$ cat src/rtl/std_dev_unit.sv
// Standard deviation unit: variance = E[x^2] - E[x]^2 (clamped at 0), then a
// restoring bit-serial integer square root. Optional STD_DEV_ROUND_EN adds a round-to-nearest cycle.
`timescale 1ns/1ps

module std_dev_unit #(
  parameter int WIDTH = 16
) (
  input  logic                 clk,
  input  logic                 rst,
  input  logic [WIDTH-1:0]     mean_in,
  input  logic [WIDTH-1:0]     sec_mom_in,
  input  logic                 in_valid,
  output logic                 in_ready,
  output logic [WIDTH-1:0]     var_out,
  output logic [WIDTH/2-1:0]   std_out,
  output logic                 clamped,
  output logic                 out_valid,
  input  logic                 out_ready
);

  localparam int RW   = WIDTH / 2;
  localparam int CW   = (RW > 1) ? $clog2(RW) : 1;
  // The partial remainder never exceeds 2*root, so RW+1 bits are enough.
  localparam int REMW = RW + 1;

  typedef enum logic [2:0] {
    S_IDLE,
    S_VAR,
    S_SQRT,
`ifdef STD_DEV_ROUND_EN
    S_ROUND,
`endif
    S_DONE
  } state_t;

  state_t            state_q, state_d;
  logic [WIDTH-1:0]  mean_q, mean_d;
  logic [WIDTH-1:0]  sec_q, sec_d;
  logic [WIDTH-1:0]  rad_q, rad_d;
  logic [REMW-1:0]   rem_q, rem_d;
  logic [RW-1:0]     root_q, root_d;
  logic [CW-1:0]     cnt_q, cnt_d;
  logic [WIDTH-1:0]  var_q, var_d;
  logic              clamp_q, clamp_d;
  logic [WIDTH-1:0]  var_out_q, var_out_d;
  logic [RW-1:0]     std_out_q, std_out_d;
  logic              clamped_out_q, clamped_out_d;

  logic [2*WIDTH-1:0] sq;
  logic               neg;
  logic [REMW+1:0]    rem_sh;
  logic [REMW+1:0]    trial;
  logic               take;
  logic [RW-1:0]      root_nxt;
`ifdef STD_DEV_ROUND_EN
  logic [RW-1:0]      root_rnd;
`endif

  always_comb begin
    state_d       = state_q;
    mean_d        = mean_q;
    sec_d         = sec_q;
    rad_d         = rad_q;
    rem_d         = rem_q;
    root_d        = root_q;
    cnt_d         = cnt_q;
    var_d         = var_q;
    clamp_d       = clamp_q;
    var_out_d     = var_out_q;
    std_out_d     = std_out_q;
    clamped_out_d = clamped_out_q;

    sq       = {{WIDTH{1'b0}}, mean_q} * {{WIDTH{1'b0}}, mean_q};
    // Sign of the wide difference: negative exactly when mean^2 exceeds sec_mom.
    neg      = sq > {{WIDTH{1'b0}}, sec_q};
    rem_sh   = {rem_q, rad_q[WIDTH-1 -: 2]};
    trial    = {1'b0, root_q, 2'b01};
    take     = rem_sh >= trial;
    root_nxt = {root_q[RW-2:0], take};
`ifdef STD_DEV_ROUND_EN
    // Round to nearest: remainder above root means sqrt >= root + 0.5.
    root_rnd = ((rem_q > {1'b0, root_q}) && (root_q != {RW{1'b1}})) ?
               root_q + RW'(1) : root_q;
`endif

    unique case (state_q)
      S_IDLE: begin
        if (in_valid) begin
          mean_d  = mean_in;
          sec_d   = sec_mom_in;
          state_d = S_VAR;
        end
      end
      S_VAR: begin
        if (neg) begin
          var_d   = '0;
          clamp_d = 1'b1;
          rad_d   = '0;
        end else begin
          var_d   = sec_q - sq[WIDTH-1:0];
          clamp_d = 1'b0;
          rad_d   = sec_q - sq[WIDTH-1:0];
        end
        root_d  = '0;
        rem_d   = '0;
        cnt_d   = CW'(RW - 1);
        state_d = S_SQRT;
      end
      S_SQRT: begin
        rem_d  = take ? REMW'(rem_sh - trial) : REMW'(rem_sh);
        root_d = root_nxt;
        rad_d  = {rad_q[WIDTH-3:0], 2'b00};
        cnt_d  = cnt_q - CW'(1);
        if (cnt_q == '0) begin
`ifdef STD_DEV_ROUND_EN
          state_d = S_ROUND;
`else
          var_out_d     = var_q;
          std_out_d     = root_nxt;
          clamped_out_d = clamp_q;
          state_d       = S_DONE;
`endif
        end
      end
`ifdef STD_DEV_ROUND_EN
      S_ROUND: begin
        var_out_d     = var_q;
        std_out_d     = root_rnd;
        clamped_out_d = clamp_q;
        state_d       = S_DONE;
      end
`endif
      S_DONE: begin
        if (out_ready) state_d = S_IDLE;
      end
      default: state_d = S_IDLE;
    endcase
  end

  always_ff @(posedge clk or posedge rst) begin
    if (rst) begin
      state_q       <= S_IDLE;
      mean_q        <= '0;
      sec_q         <= '0;
      rad_q         <= '0;
      rem_q         <= '0;
      root_q        <= '0;
      cnt_q         <= '0;
      var_q         <= '0;
      clamp_q       <= 1'b0;
      var_out_q     <= '0;
      std_out_q     <= '0;
      clamped_out_q <= 1'b0;
    end else begin
      state_q       <= state_d;
      mean_q        <= mean_d;
      sec_q         <= sec_d;
      rad_q         <= rad_d;
      rem_q         <= rem_d;
      root_q        <= root_d;
      cnt_q         <= cnt_d;
      var_q         <= var_d;
      clamp_q       <= clamp_d;
      var_out_q     <= var_out_d;
      std_out_q     <= std_out_d;
      clamped_out_q <= clamped_out_d;
    end
  end

  assign in_ready  = (state_q == S_IDLE);
  assign out_valid = (state_q == S_DONE);
  assign var_out   = var_out_q;
  assign std_out   = std_out_q;
  assign clamped   = clamped_out_q;

endmodule

$ cat config.mk
export PLATFORM = sky130hd
export DESIGN_NAME = std_dev_unit
export DESIGN_NICKNAME = d
export VERILOG_FILES = /design/src/rtl/std_dev_unit.sv
export SDC_FILE = /design/constraint.sdc
export NUM_CORES = 1
export LEC_CHECK = 0
export CORE_UTILIZATION = 47
export DETAILED_ROUTE_END_ITERATION = 6
export SKIP_CTS_REPAIR_TIMING = 1
export SLEW_MARGIN = 30
export SYNTH_ARGS = -nofsm -noshare
export SYNTH_HDL_FRONTEND = slang
export SYNTH_SLANG_ARGS = --single-unit
$ cat constraint.sdc
create_clock -name clk -period 9.5 [get_ports clk]
set_clock_uncertainty 0.05 [all_clocks]
set_input_delay 1.9 -clock clk [delete_from_list [all_inputs] [get_ports clk]]
set_output_delay 1.9 -clock clk [all_outputs]
set_load 0.05 [all_outputs]
==> metrics <==
number of synthesized flops with an enable pin=0; most frequent cells in the layout=inv_1, fa_1, ha_1; Slew Viols, Final=0; final setup vio count=0; Syn Std Cell Area=14100 um^2; critical path's slowest cell=dfrtp_1; critical path peak fanout=18; CTS tree=done; Reg clk slew, reported paths=90 ps; number of global-route vias before repair=10600; Synth Net Count=1856; Required @ worst endpoint=9700 ps; gr usage total=22.6%; Placer Congestion=0.909; H-tree levels=3; FILL cells=2737; Hold WC Path Type=flip-flop to flip-flop; RSZ-0062 raised after global routing=false; Main synth FF type=dfrtp_1; CTS Buf Count=9; Worst Tran Pin Value=957 ps; Die ar.=30600 um^2; initial antenna violation count=0; synth warn=0; MaxCap Viol Count=0; most used cell, CP=inv_1; core area=29100 um^2; status=finished, final reports clean; area grow syn2layout=8.56%; # IOs=63; nets@finish=1870; Mapped Avg Cell Area=9.31 um^2; Critical Path AT=9000 ps; DP HPWL=26500 um; final wirelength=32800 um; max_slew headroom=36.0%; largest net degree at the start of global routing=81; fin crit share=92.6%; Finished Cell Area=15300 um^2; Mapped Cells=1509; Site Rows=62; die height=175 um; IO buf count=62; CP peak stage delay=830 ps; Sink Count=112; Pre-antenna DRT Iters=5; root buf cell=clkbuf_16; Wirelength per Cell=17.2 um; crit path launch type=flip-flop; Cell variety after synth=83; Seq/Total Area, Yosys=19.9%; Setup CP Type=flip-flop to flip-flop; # diodes=0; fmax=114 MHz; Vias=10500; layout cell share with drive strength beyond 1=7.46%; Skew-Pair Late Insertion Delay=360 ps; first-pass GRT wire length=54900 um; post-place instance area=15000 um^2; grt ovf=0; Die X=175 um; initial DRC count=672; Tmin final=8800 ps; commonest non-fill, non-tap cell in the layout=inv_1; Detail Route Antenna Nets=0; register bit total from synthesis=112; Setup TNS Final=0 ps; post-DR vias/cell=5.47; ys async rst share=100%; Clock Tree Buf Depth=2; drt drc=0; Starting Density=48.3%; final hold vios=0; CP Capture Type=flip-flop
through the flow:
stage,hold WS (ps),utilization (%),instances,setup WS [ps]
after floorplan,390,-,1509,1380
after global placement,405,51.4,1896,1040
after detailed placement,417,51.4,1896,831
after CTS,430,52.5,1912,769
after global routing,453,52.5,1912,193
final,432,52.5,1912,698
critical path: cells and delay by family (launching register included):
family,cells,cell delay [ps]
mux,1,380
xor+xnor,1,160
buf+inv,6,310
simple gates,7,2110
compound gates,7,1310
flops,1,830
fa+ha+maj,8,3510
layout make-up:
cell class	count	area, um^2	share of cell area (%)
tap	384	480	3.15
clock inverter	7	68.8	0.451
inverter	275	1030	6.78
timing repair buffer	72	699	4.58
multi-input combinational	1053	9950	65.2
sequential	112	2800	18.4
clock buffer	9	225	1.48
cell usage after synthesis (4+ instances only):
cell type    n  share of area (%)
inv_1      274                7.3
fa_1       163                 23
ha_1       148                 13
nand2_1    126                3.4
dfrtp_1    112                 20
o21ai_0     64                2.3
a21oi_1     59                2.1
and2_1      59                2.6
clkbuf_1    53                1.4
mux2_2      51                4.1
nor2_1      39                1.0
xnor2_1     33                2.1
a21o_1      31                1.7
nand4_1     30                1.3
nand3_1     26               0.93
and3_1      21               0.93
nand2b_1    16               0.71
xor2_1      15               0.93
nor3_1      11               0.39
a211oi_1    10               0.53
nor2b_1      9               0.40
o211ai_1     8               0.43
or2_2        8               0.36
a31o_2       7               0.44
buf_1        7               0.19
o21a_1       7               0.37
o311ai_0     7               0.44
o31ai_1      7               0.37
buf_2        6               0.21
nand3b_1     6               0.32
and4_1       5               0.31
nor4_1       5               0.22
a2111oi_0    4               0.25
a22oi_1      4               0.21
mux2i_1      4               0.28
o21ai_1      4               0.14
or3_1        4               0.18
or4_1        4               0.21
layer usage:
| metal | global-route usage (%) | vias up | share of wire, % |
|---|---|---|---|
| met1 | 31.6 | 5197 | 46 |
| met2 | 37.8 | 214 | 49 |
| li1 | - | 5014 | - |
| met5 | 0 | - | 0 |
| met3 | 1.59 | 42 | 3.1 |
| met4 | 6.12 | 0 | 2.3 |
state kept, by name, indices dropped and copies added (netlist names):
register and count:
var_q 16, var_out 16, clamped 1, rem_q 9, sec_q 16, std_out 8, state_q 2, cnt_q 3
rad_q 16, clamp_q 1, mean_q 16, root_q 8
cells by family (layout without fill, tap and decap cells):
| family | after synthesis | after routing | synth area share [%] |
|---|---|---|---|
| and+or+nand+nor | 381 | 381 | 14.1 |
| buffers and inverters | 344 | 363 | 9.35 |
| adders and majority gates | 311 | 311 | 36.4 |
| AOI/OAI and AO/OA | 258 | 258 | 12.8 |
| DFF | 112 | 112 | 19.9 |
| muxes | 55 | 55 | 4.37 |
| xor gates and xnor gates | 48 | 48 | 2.99 |
worst paths after layout:
check | startpoint | to | slack (ps) | depth (start not counted)
worst min register to register | cnt_q[0]$_DFFE_PP0P_ | cnt_q[0]$_DFFE_PP0P_ | 430 | 1
worst max register to register | mean_q[6]$_DFFE_PP0P_ | clamp_q$_DFFE_PP0N_ | 700 | 30
min in group asynchronous | rst | std_out[6]$_DFFE_PP0P_ | 1850 | 2
worst max-delay path | mean_q[6]$_DFFE_PP0P_ | clamp_q$_DFFE_PP0N_ | 700 | 30
max in group asynchronous | rst | sec_q[14]$_DFFE_PP0P_ | 6460 | 3
worst min-delay path | cnt_q[0]$_DFFE_PP0P_ | cnt_q[0]$_DFFE_PP0P_ | 430 | 1
Power is left out: the tool's default activity adds up to more than one toggle a clock period on the data nets, which glitch-free logic cannot reach.
